--- config.mk ---
export PLATFORM = sky130hd
export DESIGN_NAME = qtree_mm_writer
export DESIGN_NICKNAME = d
export VERILOG_FILES = /design/src/rtl/qtree_mm_writer.sv
export SDC_FILE = /design/constraint.sdc
export NUM_CORES = 1
export LEC_CHECK = 0
export ABC_CLOCK_PERIOD_IN_PS = 3700
export BUFFER_PORTS_ARGS = -buffer_cell sky130_fd_sc_hd__buf_2
export CAP_MARGIN = 15
export CORE_ASPECT_RATIO = 1.75
export CORE_MARGIN = 2
export CORE_UTILIZATION = 51
export DETAILED_ROUTE_END_ITERATION = 10
export GPL_TIMING_DRIVEN = 0
export PLACE_DENSITY = 0.85
export SLEW_MARGIN = 5
export SYNTH_ARGS = -nofsm -noshare
export SYNTH_HDL_FRONTEND = slang
export SYNTH_SLANG_ARGS = --single-unit
--- constraint.sdc ---
create_clock -name clk_i -period 3.7 [get_ports clk_i]
set_input_delay 0.555 -clock clk_i [delete_from_list [all_inputs] [get_ports clk_i]]
set_output_delay 0.555 -clock clk_i [all_outputs]
set_load 0.005 [all_outputs]
--- src/rtl/qtree_mm_writer.sv ---
// qtree_mm_writer: writer end of the per-level mm_ram_* ports of the qtree lookup levels.
// A batch of node-write commands is accepted over valid/ready only while the lookup
// pipeline is held and drained, so lookups never observe a half-updated tree.
// Optional build macro: QTREE_MM_WRITER_ORDER_CHECK_EN adds an l <= m <= r key-order check.
//
// state  | meaning
// -------+---------------------------------------------------------------
// IDLE   | no batch; hold released, not ready
// HOLD   | hold asserted, waiting for lookup_idle_i before taking commands
// WRITE  | hold asserted, ready; one RAM strobe per accepted command
// DRAIN  | one cycle after the last accept so the final RAM write lands
module qtree_mm_writer #(
    parameter int LEVEL_CNT  = 4,
    parameter int KEY_WIDTH  = 16,
    parameter int LVL_WIDTH  = 2,
    parameter int ADDR_WIDTH = 6
) (
    input  logic                   clk_i,
    input  logic                   rst_n_i,
    input  logic [LVL_WIDTH-1:0]   cmd_level_i,
    input  logic [ADDR_WIDTH-1:0]  cmd_addr_i,
    input  logic [KEY_WIDTH-1:0]   cmd_key_l_i,
    input  logic [KEY_WIDTH-1:0]   cmd_key_m_i,
    input  logic [KEY_WIDTH-1:0]   cmd_key_r_i,
    input  logic                   cmd_last_i,
    input  logic                   cmd_valid_i,
    output logic                   cmd_ready_o,
    output logic                   lookup_hold_o,
    input  logic                   lookup_idle_i,
    output logic [3*KEY_WIDTH-1:0] mm_ram_data_o,
    output logic [ADDR_WIDTH-1:0]  mm_ram_addr_o,
    output logic [LEVEL_CNT-1:0]   mm_ram_write_o,
    output logic                   err_o,
    output logic [15:0]            wr_cnt_o
);

    typedef enum logic [1:0] {
        S_IDLE  = 2'd0,
        S_HOLD  = 2'd1,
        S_WRITE = 2'd2,
        S_DRAIN = 2'd3
    } state_t;

    state_t               state;
    logic                 cmd_legal;
    logic [LEVEL_CNT-1:0] lvl_onehot;
    int                   addr_lim;
    logic                 cmd_accept;

    // ready is registered and only high in WRITE, so it doubles as the accept qualifier
    assign cmd_accept = cmd_valid_i & cmd_ready_o;

    // Decode the target level into its write strobe; out-of-range levels decode to none
    always_comb begin
        lvl_onehot = '0;
        for (int k = 0; k < LEVEL_CNT; k++) begin
            if (int'(cmd_level_i) == k) lvl_onehot[k] = 1'b1;
        end
    end

    // Legality: level in range, address fits the level RAM (width max(1, 2*level)), optional key order
    always_comb begin
        cmd_legal = 1'b1;
        addr_lim  = (cmd_level_i == '0) ? 1 : 2 * int'(cmd_level_i);
        if (int'(cmd_level_i) >= LEVEL_CNT) cmd_legal = 1'b0;
        for (int i = 0; i < ADDR_WIDTH; i++) begin
            if ((i >= addr_lim) && cmd_addr_i[i]) cmd_legal = 1'b0;
        end
`ifdef QTREE_MM_WRITER_ORDER_CHECK_EN
        if (!((cmd_key_l_i <= cmd_key_m_i) && (cmd_key_m_i <= cmd_key_r_i))) cmd_legal = 1'b0;
`endif
    end

    // Batch sequencer with registered handshake, hold, RAM strobe, error pulse and write counter
    always_ff @(posedge clk_i or negedge rst_n_i) begin
        if (!rst_n_i) begin
            state          <= S_IDLE;
            cmd_ready_o    <= 1'b0;
            lookup_hold_o  <= 1'b0;
            mm_ram_data_o  <= '0;
            mm_ram_addr_o  <= '0;
            mm_ram_write_o <= '0;
            err_o          <= 1'b0;
            wr_cnt_o       <= '0;
        end else begin
            mm_ram_write_o <= '0;
            err_o          <= 1'b0;
            case (state)
                S_IDLE: begin
                    if (cmd_valid_i) begin
                        state         <= S_HOLD;
                        lookup_hold_o <= 1'b1;
                    end
                end
                S_HOLD: begin
                    if (lookup_idle_i) begin
                        state       <= S_WRITE;
                        cmd_ready_o <= 1'b1;
                    end
                end
                S_WRITE: begin
                    if (cmd_accept) begin
                        if (cmd_legal) begin
                            mm_ram_write_o <= lvl_onehot;
                            mm_ram_addr_o  <= cmd_addr_i;
                            mm_ram_data_o  <= {cmd_key_l_i, cmd_key_m_i, cmd_key_r_i};
                            if (wr_cnt_o != 16'hFFFF) wr_cnt_o <= wr_cnt_o + 16'd1;
                        end else begin
                            err_o <= 1'b1;
                        end
                        // illegal commands still close the batch
                        if (cmd_last_i) begin
                            state       <= S_DRAIN;
                            cmd_ready_o <= 1'b0;
                        end
                    end
                end
                S_DRAIN: begin
                    state         <= S_IDLE;
                    lookup_hold_o <= 1'b0;
                end
                default: begin
                    state         <= S_IDLE;
                    cmd_ready_o   <= 1'b0;
                    lookup_hold_o <= 1'b0;
                end
            endcase
        end
    end

endmodule
==> results of run 1 <==
-- sequential cells by signal, indices dropped and copies added, names as in the netlist --
| signal | count |
|---|---|
| cmd_ready_o | 1 |
| wr_cnt_o | 16 |
| lookup_hold_o | 1 |
| state | 2 |
| mm_ram_addr_o | 6 |
| mm_ram_data_o | 48 |
| mm_ram_write_o | 4 |
| err_o | 1 |
-- power breakdown --
group | total (W) | switching [W] | internal, W
Clock | 0.000522 | 0.000277 | 0.000245
Combinational | 0.000814 | 0.000423 | 0.000390
Sequential | 0.00134 | 0.000173 | 0.00116
Total | 0.00267 | 0.000873 | 0.00180
-- worst max-delay path by stage --
stage,start,end
final,state[0],wr_cnt_o[1]
after global routing,state[0],mm_ram_data_o[37]
after CTS,state[0],mm_ram_data_o[38]
after detailed placement,cmd_addr_i[2],mm_ram_data_o[38]
after global placement,cmd_addr_i[2],wr_cnt_o[1]
after floorplan,cmd_addr_i[2],wr_cnt_o[1]
-- cells in the final DEF, fill, tap and decap left out, types with 5 or more instances in the layout --
master and n:
dfrtp_1 79, buf_2 140, nand2_1 169, ha_1 5, o21ai_0 5, nand4_1 7
nand3_1 6, clkbuf_1 13, xnor2_1 10, clkbuf_8 9, nor3_1 5, inv_1 5
-- per-layer routing --
layer / up-vias / wire length, um
met5: - / 0
met4: 0 / 123
met3: 12 / 459
met2: 97 / 3910
met1: 1282 / 3010
li1: 1372 / -
-- critical path: stages, from the launching register on --
cell and delay [ns]:
dfrtp_1 0.42, inv_1 0.10, ha_1 0.22, nand3_1 0.24, nor3_2 0.60, mux2_2 0.40
-- layout make-up --
type,count,area (um2)
buffer,12,57.6
clock buffer,15,146
clock inverter,1,5.00
fill,505,1980
inverter,5,18.8
multi-input combinational,243,1180
sequential,79,1980
tap,80,100
timing repair buffer,138,716
-- cells in the mapped netlist, drive strengths merged --
master,number
o2111ai,2
nor2,5
a22oi,1
o21ai,5
nor3b,2
mux2,2
nor3,6
nand4,7
nand2,169
inv,5
clkbuf,7
o21bai,1
nand2b,2
ha,5
and3,4
xor2,4
nor4,3
xnor2,10
a31o,1
nand3,6
dfrtp,79
nor2b,3
buf,5
or2,1
a21oi,4
-- cells by family (layout without fill, tap and decap cells) --
| group | after synthesis | count (layout) |
|---|---|---|
| and+or+nand+nor | 208 | 208 |
| DFF | 79 | 79 |
| buffers and inverters | 17 | 171 |
| AOI/OAI and AO/OA | 14 | 14 |
| xor gates and xnor gates | 14 | 14 |
| adders and majority gates | 5 | 5 |
| muxes | 2 | 2 |
-- through the flow --
stage	hold WS, ns	setup WS (ns)	instance area (um2)	power [W]
2_1_floorplan	0.259	1.80	3230	0.00172
3_3_place_gp	0.452	1.49	4020	0.00212
3_5_place_dp	0.429	1.49	4050	0.00218
4_1_cts	0.0545	1.57	4200	0.00270
5_1_grt	0.0627	1.37	4200	0.00288
6_report	0.0637	1.61	4200	0.00267
==> impl_metrics.toml, run 1 <==
[placement]
port_buffers = 137
place_hpwl_um = 5660
gp_congestion = 0.796
dp.cells = 557

[synthesis]
yosysUniqueCellTypes = 30
synth_fa_ha_area_share_pct = 1.93
synth_mux_area_share_pct = 0.696
synth_seq_cells = 79
seq_area_frac_synth_pct = 61.1
syn_area_per_cell_um2 = 9.54
synthCells = 339
synth-xor-area-share_pct = 3.79
synth_top_family_by_area = "simple AND/OR/NAND/NOR gates"
synth_area_leaders = "dfrtp_1, nand2_1, xnor2_1"
yosys.area_share.simple_pct = 27.3
ys.warnings.count = 0
syn_area_mm2 = 0.00323
synth_top_area_share_pct = 61.1
synth-compound-area-share_pct = 2.82
yosys.area.top_type = "dfrtp_1"
syn_nets = 405

[min_path]
hp-class = "input pin to asynchronous set/reset pin"

[detailed_routing]
ant_nets = 0
viasPerCell = 4.82
vias = 2763
drc = 0
wire_per_inst_um = 13.1
drt-total-wl_um = 7500
dr.pass1.iters = 4
drtIter0Drc = 181

[grt]
antenna_found_initial = 0
grt-ovfl-total = 0
grt_max_degree = 67
met3_usage_pct = 4.81
busiest_layer = "met2"
gr-usage-met1_pct = 25.8
grt_pass1_wl_um = 11700
use_met2_pct = 37.0
grt_usage_pct = 21.7
grt_pass1_vias = 2577

[die]
io_pins = 138
core_area_mm2 = 0.00618
die_h_um = 109
initial_core_util_pct = 52.3
die_w_um = 64.2
die_area_mm2 = 0.00702
rows = 38

[clocking]
cts.root.buffer_cell = "clkbuf_8"
cts_tree = "built"
path_clk_slew_ns = 0.07
cts-resized-gates = 0
cts.sinks = 79
postCtsSetupBuffers = 0
cts.htree.levels = 3
cts_buffers = 9
holdBufCountCts = 0
clock_path_buffers = 2
insertion_delay_ns = 0.34

[setup_path]
rrSetupSlack_ns = 1.61
cp-start-kind = "register"
path_class = "register to register"
worstPathMaxFanout = 10
rr_endpoint = "wr_cnt_o[1]"
critPathCaptureType = "register"
ff2ff_path_depth = 5
required_ns = 3.93
crit-reg2reg-launch = "state[0]"
cp.arrival_ns = 2.32

[layout]
drive_above_1_share_pct = 32.7
fin_util_pct = 68.0
finalNetCount = 554
syn2layout_area_growth_pct = 29.9
final_cell_count_no_fill = 573
antennaDiodeCount = 0

[timing]
fmax_ghz = 0.479
drv_slew = 0
setup_tns_ns = 0
relSlewSlack_pct = 59.2
skew_ns = 0.0109
finalSetupViolations = 0
rsz0062_at_grt = "no"
worst_slew_pin_slew_ns = 0.609
final.min_clock_period_ns = 2.09
period_share_pct = 56.4
finalHoldViolCount = 0

[outcome]
status = "completed"

[power]
vdd_drop_max_uv = 388
power_leakage_nw = 2.42
pwr_density_cell_mw_per_mm2 = 636

[run]
cap_violations = 0
No activity file was read; power rests on OpenSTA's default activity.
==> inputs of run 2 (changes only) <==
- ABC_CLOCK_PERIOD_IN_PS: 3700 -> 2110
- CORE_UTILIZATION: 51 -> 47
- PLACE_DENSITY: 0.85 -> 0.79
- clock period: 3.7 -> 2.11 ns (I/O delays scaled with it)
==> run 2 against run 1 <==
- global-route usage shrank 0.30 points
- clock power rose to 3.4 times the previous value
- clock skew shrank 0.0039 ns
- power is 110% higher
- cell count up 0.87%
- final area is 5.6% higher
- register-to-register slack got worse by 1.4 ns
- utilization decreased by 2.3 points
- wire length is 2.5% higher
- flip-flop and latch count stayed put
- via count grew 0.76%
- worst hold slack better by 0.11 ns
- critical endpoint is now mm_ram_data_o[47]
- largest cell class unchanged
==> impl_metrics.toml, run 2 (synthesis gave the netlist of run 1 again) <==
[outcome]
status = "completed"

[timing]
skew_ns = 0.00702
setup_tns_ns = 0
drv_slew = 0
period_share_pct = 92.1
relSlewSlack_pct = 68.6
rsz0062_at_grt = "no"
worst_slew_pin_slew_ns = 0.471
finalHoldViolCount = 0
finalSetupViolations = 0
fmax_ghz = 0.514
final.min_clock_period_ns = 1.94

[die]
io_pins = 138
initial_core_util_pct = 47.9
die_h_um = 114
rows = 40
die_area_mm2 = 0.00759
die_w_um = 66.7
core_area_mm2 = 0.00676

[layout]
reg_top3 = "mm_ram_data_o (48), wr_cnt_o (16), mm_ram_addr_o (6)"
largest_reg_flops = 48
n_fill_cell = 561
finalNetCount = 555
antennaDiodeCount = 0
final_common_cell = "nand2_1"
syn2layout_area_growth_pct = 37.1
final_cell_count_no_fill = 578
final_cell_mix = "nand2_1, buf_2, dfrtp_1, xnor2_1, clkbuf_16"
regMostFlops = "mm_ram_data_o"
drive_above_1_share_pct = 34.0

[detailed_routing]
dr.pass1.iters = 4
viasPerCell = 4.82
drt-total-wl_um = 7680
vias = 2784
ant_nets = 0
wire_per_inst_um = 13.3
drc = 0
drtIter0Drc = 202

[clocking]
cts_buffers = 9
cts.sinks = 79
path_clk_slew_ns = 0.06
cts_tree = "built"
cts.htree.levels = 3
clock_path_buffers = 2
postCtsSetupBuffers = 0
cts.root.buffer_cell = "clkbuf_16"
insertion_delay_ns = 0.33

[setup_path]
cp.arrival_ns = 2.15
rrSetupSlack_ns = 0.17
startpoint = "state[0]"
cp-start-kind = "register"
required_ns = 2.32
critical-path-slowest-cell = "dfrtp_1"
critPathMaxStageDelay_ns = 0.41
worstPathMaxFanout = 10
path_class = "register to register"
critPathCaptureType = "register"
cp_cell_sequence = "inv_1 -> ha_1 -> nand3_4 -> or2_1 -> buf_6 -> buf_2 -> buf_2 -> nand2_1 -> nand2_1"
crit-reg2reg-launch = "state[0]"

[power]
internal-power_w = 0.00392
vdd_drop_max_uv = 765
power_leakage_nw = 2.51
switching_share_pct = 29.7
p_comb_share_pct = 26.1
seq_power_share_pct = 41.9
p_sw_w = 0.00165
pwr_density_cell_mw_per_mm2 = 1260
p_clk_share_pct = 31.9

[run]
cap_violations = 0

[grt]
grt_pass1_vias = 2660
grt-ovfl-total = 0
grt_max_degree = 44
grt_usage_pct = 21.4
grt_pass1_wl_um = 12100
antenna_found_initial = 0

[min_path]
hp-class = "input pin to register"
hold_path.startpoint = "cmd_key_r_i[14]"

[placement]
port_buffers = 137
place_hpwl_um = 5850
gp_congestion = 0.767
dp.cells = 561
-- run 2: cell count changes in the layout (fill, tap and decap cells not counted), moves of 2 or more --
cell | previous run | this run
bufinv_16 | 0 | 3
clkbuf_1 | 13 | 8
clkbuf_16 | 0 | 9
clkbuf_8 | 9 | 1
clkinvlp_4 | 0 | 2
-- run 2: final timing paths --
check	cells after the start	endpoint
max	9	mm_ram_data_o[47]
min	3	mm_ram_data_o[14]
max reg2reg	9	mm_ram_data_o[47]
min reg2reg	2	mm_ram_data_o[19]
max in group asynchronous	3	mm_ram_data_o[44]
min in group asynchronous	2	wr_cnt_o[0]
-- run 2: critical path, delay by kind of cell (launching register included) --
kind                       cells  cell delay [ns]
DFF                            1             0.41
buffers and inverters          4             0.60
adders and majority gates      1             0.25
and+or+nand+nor                4             0.55
-- run 2: final cells by class --
cell class                 instances  area [um2]  share of cell area (%)
sequential                        79        1980                    44.6
multi-input combinational        243        1210                    27.3
timing repair buffer             139         718                    16.2
clock buffer                      11         243                    5.47
clock inverter                     5         105                    2.37
tap                               84         105                    2.37
buffer                            12        57.6                    1.30
inverter                           5        18.8                   0.423
-- run 2: routing by layer --
metal	wire [um]	GRT usage, %
met5	0	0
met4	169	10.5
met3	508	7.00
met2	4120	35.9
met1	2880	23.9
-- run 2: stage by stage --
step	worst slack [ns]	power, W	area [um2]	utilization, %	hold slack, ns
floorplan	0.311	0.00302	3230	-	0.0209
global placement	0.0683	0.00372	4030	59.6	0.453
detailed placement	0.0701	0.00381	4050	59.9	0.304
CTS	0.0159	0.00560	4410	65.2	0.161
global route	0.0267	0.00595	4440	65.6	0.171
finish	0.166	0.00557	4440	65.6	0.173
-- run 2: power by group through the flow --
stage          logic (W)  clock network [W]  registers, W
2_1_floorplan   0.000630                  0       0.00239
3_3_place_gp     0.00140                  0       0.00233
3_5_place_dp     0.00146                  0       0.00235
4_1_cts          0.00147            0.00180       0.00233
5_1_grt          0.00167            0.00188       0.00240
6_report         0.00146            0.00178       0.00234
-- run 2: repair_timing --
item / CTS / global route
hold buffers: 1 / 0
setup endpoints to repair: 0 / 60
gates resized for setup: 0 / 5
hold endpoints to repair: 36 / 0
==> inputs of run 3 (changes only) <==
- CORE_UTILIZATION: 47 -> 49
- CTS_BUF_LIST: unset -> sky130_fd_sc_hd__clkbuf_4 sky130_fd_sc_hd__clkbuf_8
- PLACE_DENSITY: 0.79 -> 0.82
==> run 3 against run 2 <==
- clock skew about the same
- cell count fell by 0.35%
- setup slack got worse by 0.063 ns
- clock power fell by 36%
- final area down 3.2%
- worst hold slack lost 0.025 ns
- sequential share of layout area rose by 1.5 points
- sequential power is essentially flat
- utilization is 1.0 points higher
- critical path type unchanged
- critical endpoint is now wr_cnt_o[1]
- highest routed layer unchanged
==> impl_metrics.toml, run 3 (synthesis gave the netlist of run 1 again) <==
[power]
power_leakage_nw = 2.45
switching_share_pct = 32.1
internal-power_w = 0.00335
p_sw_w = 0.00158
pwr_density_cell_mw_per_mm2 = 1150
power.total_w = 0.00493
p_clk_share_pct = 23.1
seq_power_share_pct = 47.6
vdd_drop_max_uv = 795
p_comb_share_pct = 29.3

[layout]
final_common_cell = "nand2_1"
final_cell_mix = "nand2_1, buf_2, dfrtp_1, xnor2_1, clkbuf_8"
regMostFlops = "mm_ram_data_o"
antennaDiodeCount = 0
drive_above_1_share_pct = 34.2
largest_reg_flops = 48
finalNetCount = 555
reg_top3 = "mm_ram_data_o (48), wr_cnt_o (16), mm_ram_addr_o (6)"
fin_util_pct = 66.7
syn2layout_area_growth_pct = 32.8

[setup_path]
path_class = "register to register"
cp-start-kind = "register"
cp_cell_sequence = "ha_1 -> nand4_1 -> nor4_2 -> nor3_4 -> mux2_2"
critPathCaptureType = "register"
worstPathMaxFanout = 10
required_ns = 2.36
critical-path-slowest-cell = "nor4_2"
cp.arrival_ns = 2.26
path_delay_family = "simple AND/OR/NAND/NOR gates"
critPathMaxStageDelay_ns = 0.54
crit_buf_inv = 0
rr_endpoint = "wr_cnt_o[1]"
crit-reg2reg-launch = "wr_cnt_o[0]"
rrSetupSlack_ns = 0.10
ff2ff_path_depth = 5

[grt]
grt_pass1_wl_um = 12700
grt_max_degree = 69
grt-ovfl-total = 0
grt_usage_pct = 22.7
grt_pass1_vias = 2754
antenna_found_initial = 0

[timing]
timing.hold.ws_ns = 0.148
fmax_ghz = 0.498
finalHoldViolCount = 0
period_share_pct = 95.1
setup_tns_ns = 0
drv_slew = 0
relSlewSlack_pct = 70.2
finalWorstSetupSlack_ns = 0.103
final.min_clock_period_ns = 2.01
finalSetupViolations = 0
skew_ns = 0.00716
worst_slew_pin_slew_ns = 0.443

[clocking]
cts.root.buffer_cell = "clkbuf_8"
cts.htree.levels = 3
insertion_delay_ns = 0.36
path_clk_slew_ns = 0.08
clock_path_buffers = 2
cts.sinks = 79
cts_tree = "built"
cts_buffers = 9

[min_path]
hold_path.startpoint = "cmd_key_m_i[11]"
hold_end = "mm_ram_data_o[27]"
min_path_cells = 3
hp-class = "input pin to register"

[detailed_routing]
drt-total-wl_um = 7690
ant_nets = 0
viasPerCell = 4.84
drc = 0
vias = 2789
wire_per_inst_um = 13.4
dr.pass1.iters = 4
drtIter0Drc = 165

[die]
die_w_um = 65.4
io_pins = 138
die_h_um = 111
core_area_mm2 = 0.00644
die_area_mm2 = 0.00729
rows = 39
initial_core_util_pct = 50.2

[placement]
port_buffers = 137
gp_congestion = 0.820
dp_slack_ns = 0.0393
place_hpwl_um = 5690

[outcome]
status = "completed"

[run]
cap_violations = 0
-- run 3: power by group through the flow --
stage	Clock, W	Combinational [W]	Sequential (W)
3_3_place_gp	0	0.00138	0.00234
6_report	0.00114	0.00144	0.00234
3_5_place_dp	0	0.00145	0.00237
4_1_cts	0.00117	0.00146	0.00234
5_1_grt	0.00122	0.00167	0.00241
2_1_floorplan	0	0.000630	0.00239
-- run 3: cell type report --
cell class,instances,area (um2)
repair buffers,139,726
well taps,82,103
clock inverters,3,42.5
plain buffers,12,57.6
multi-input cells,243,1210
fillers,542,2150
inverters,5,18.8
clock buffers,13,160
flip-flops and latches,79,1980
-- run 3: per-stage QoR --
| stage | area, um2 | cells |
|---|---|---|
| finish | 4300 | 576 |
| global route | 4300 | 576 |
| CTS | 4270 | 576 |
| detailed placement | 4050 | 559 |
| global placement | 4020 | 558 |
| floorplan | 3230 | 339 |
-- run 3: routing by layer --
metal  GRT usage, %  vias to the layer above  share of wire (%)
met5              0                        -                  0
li1               -                     1373                  -
met1           26.5                     1308                 39
met2           37.9                       91                 53
met3           7.07                       17                5.7
met4           9.58                        0                2.6
-- run 3: how the worst max path moves through the flow --
stage	startpoint	endpoint	slack, ns	depth (start not counted)
4_1_cts	state[0]	wr_cnt_o[1]	0.03	5
6_report	wr_cnt_o[0]	wr_cnt_o[1]	0.10	5
2_1_floorplan	state[0]	wr_cnt_o[1]	0.31	5
3_3_place_gp	state[0]	wr_cnt_o[1]	0.05	5
3_5_place_dp	state[0]	wr_cnt_o[1]	0.04	5
5_1_grt	wr_cnt_o[1]	wr_cnt_o[1]	-0.02	5
-- run 3: what timing repair did --
item / 4_1_cts / 5_1_grt
endpoints found under the setup margin: 0 / 60
gates resized for setup: 0 / 5
buffers inserted: 0 / 0
hold endpoints to repair: 11 / 0
hold buffers: 1 / 0
-- run 3: worst register-to-register path, delay by kind of cell (launching register included) --
kind / cells / cell delay (ns)
mux: 1 / 0.30
flops: 1 / 0.42
fa+ha+maj: 1 / 0.22
simple gates: 3 / 0.96
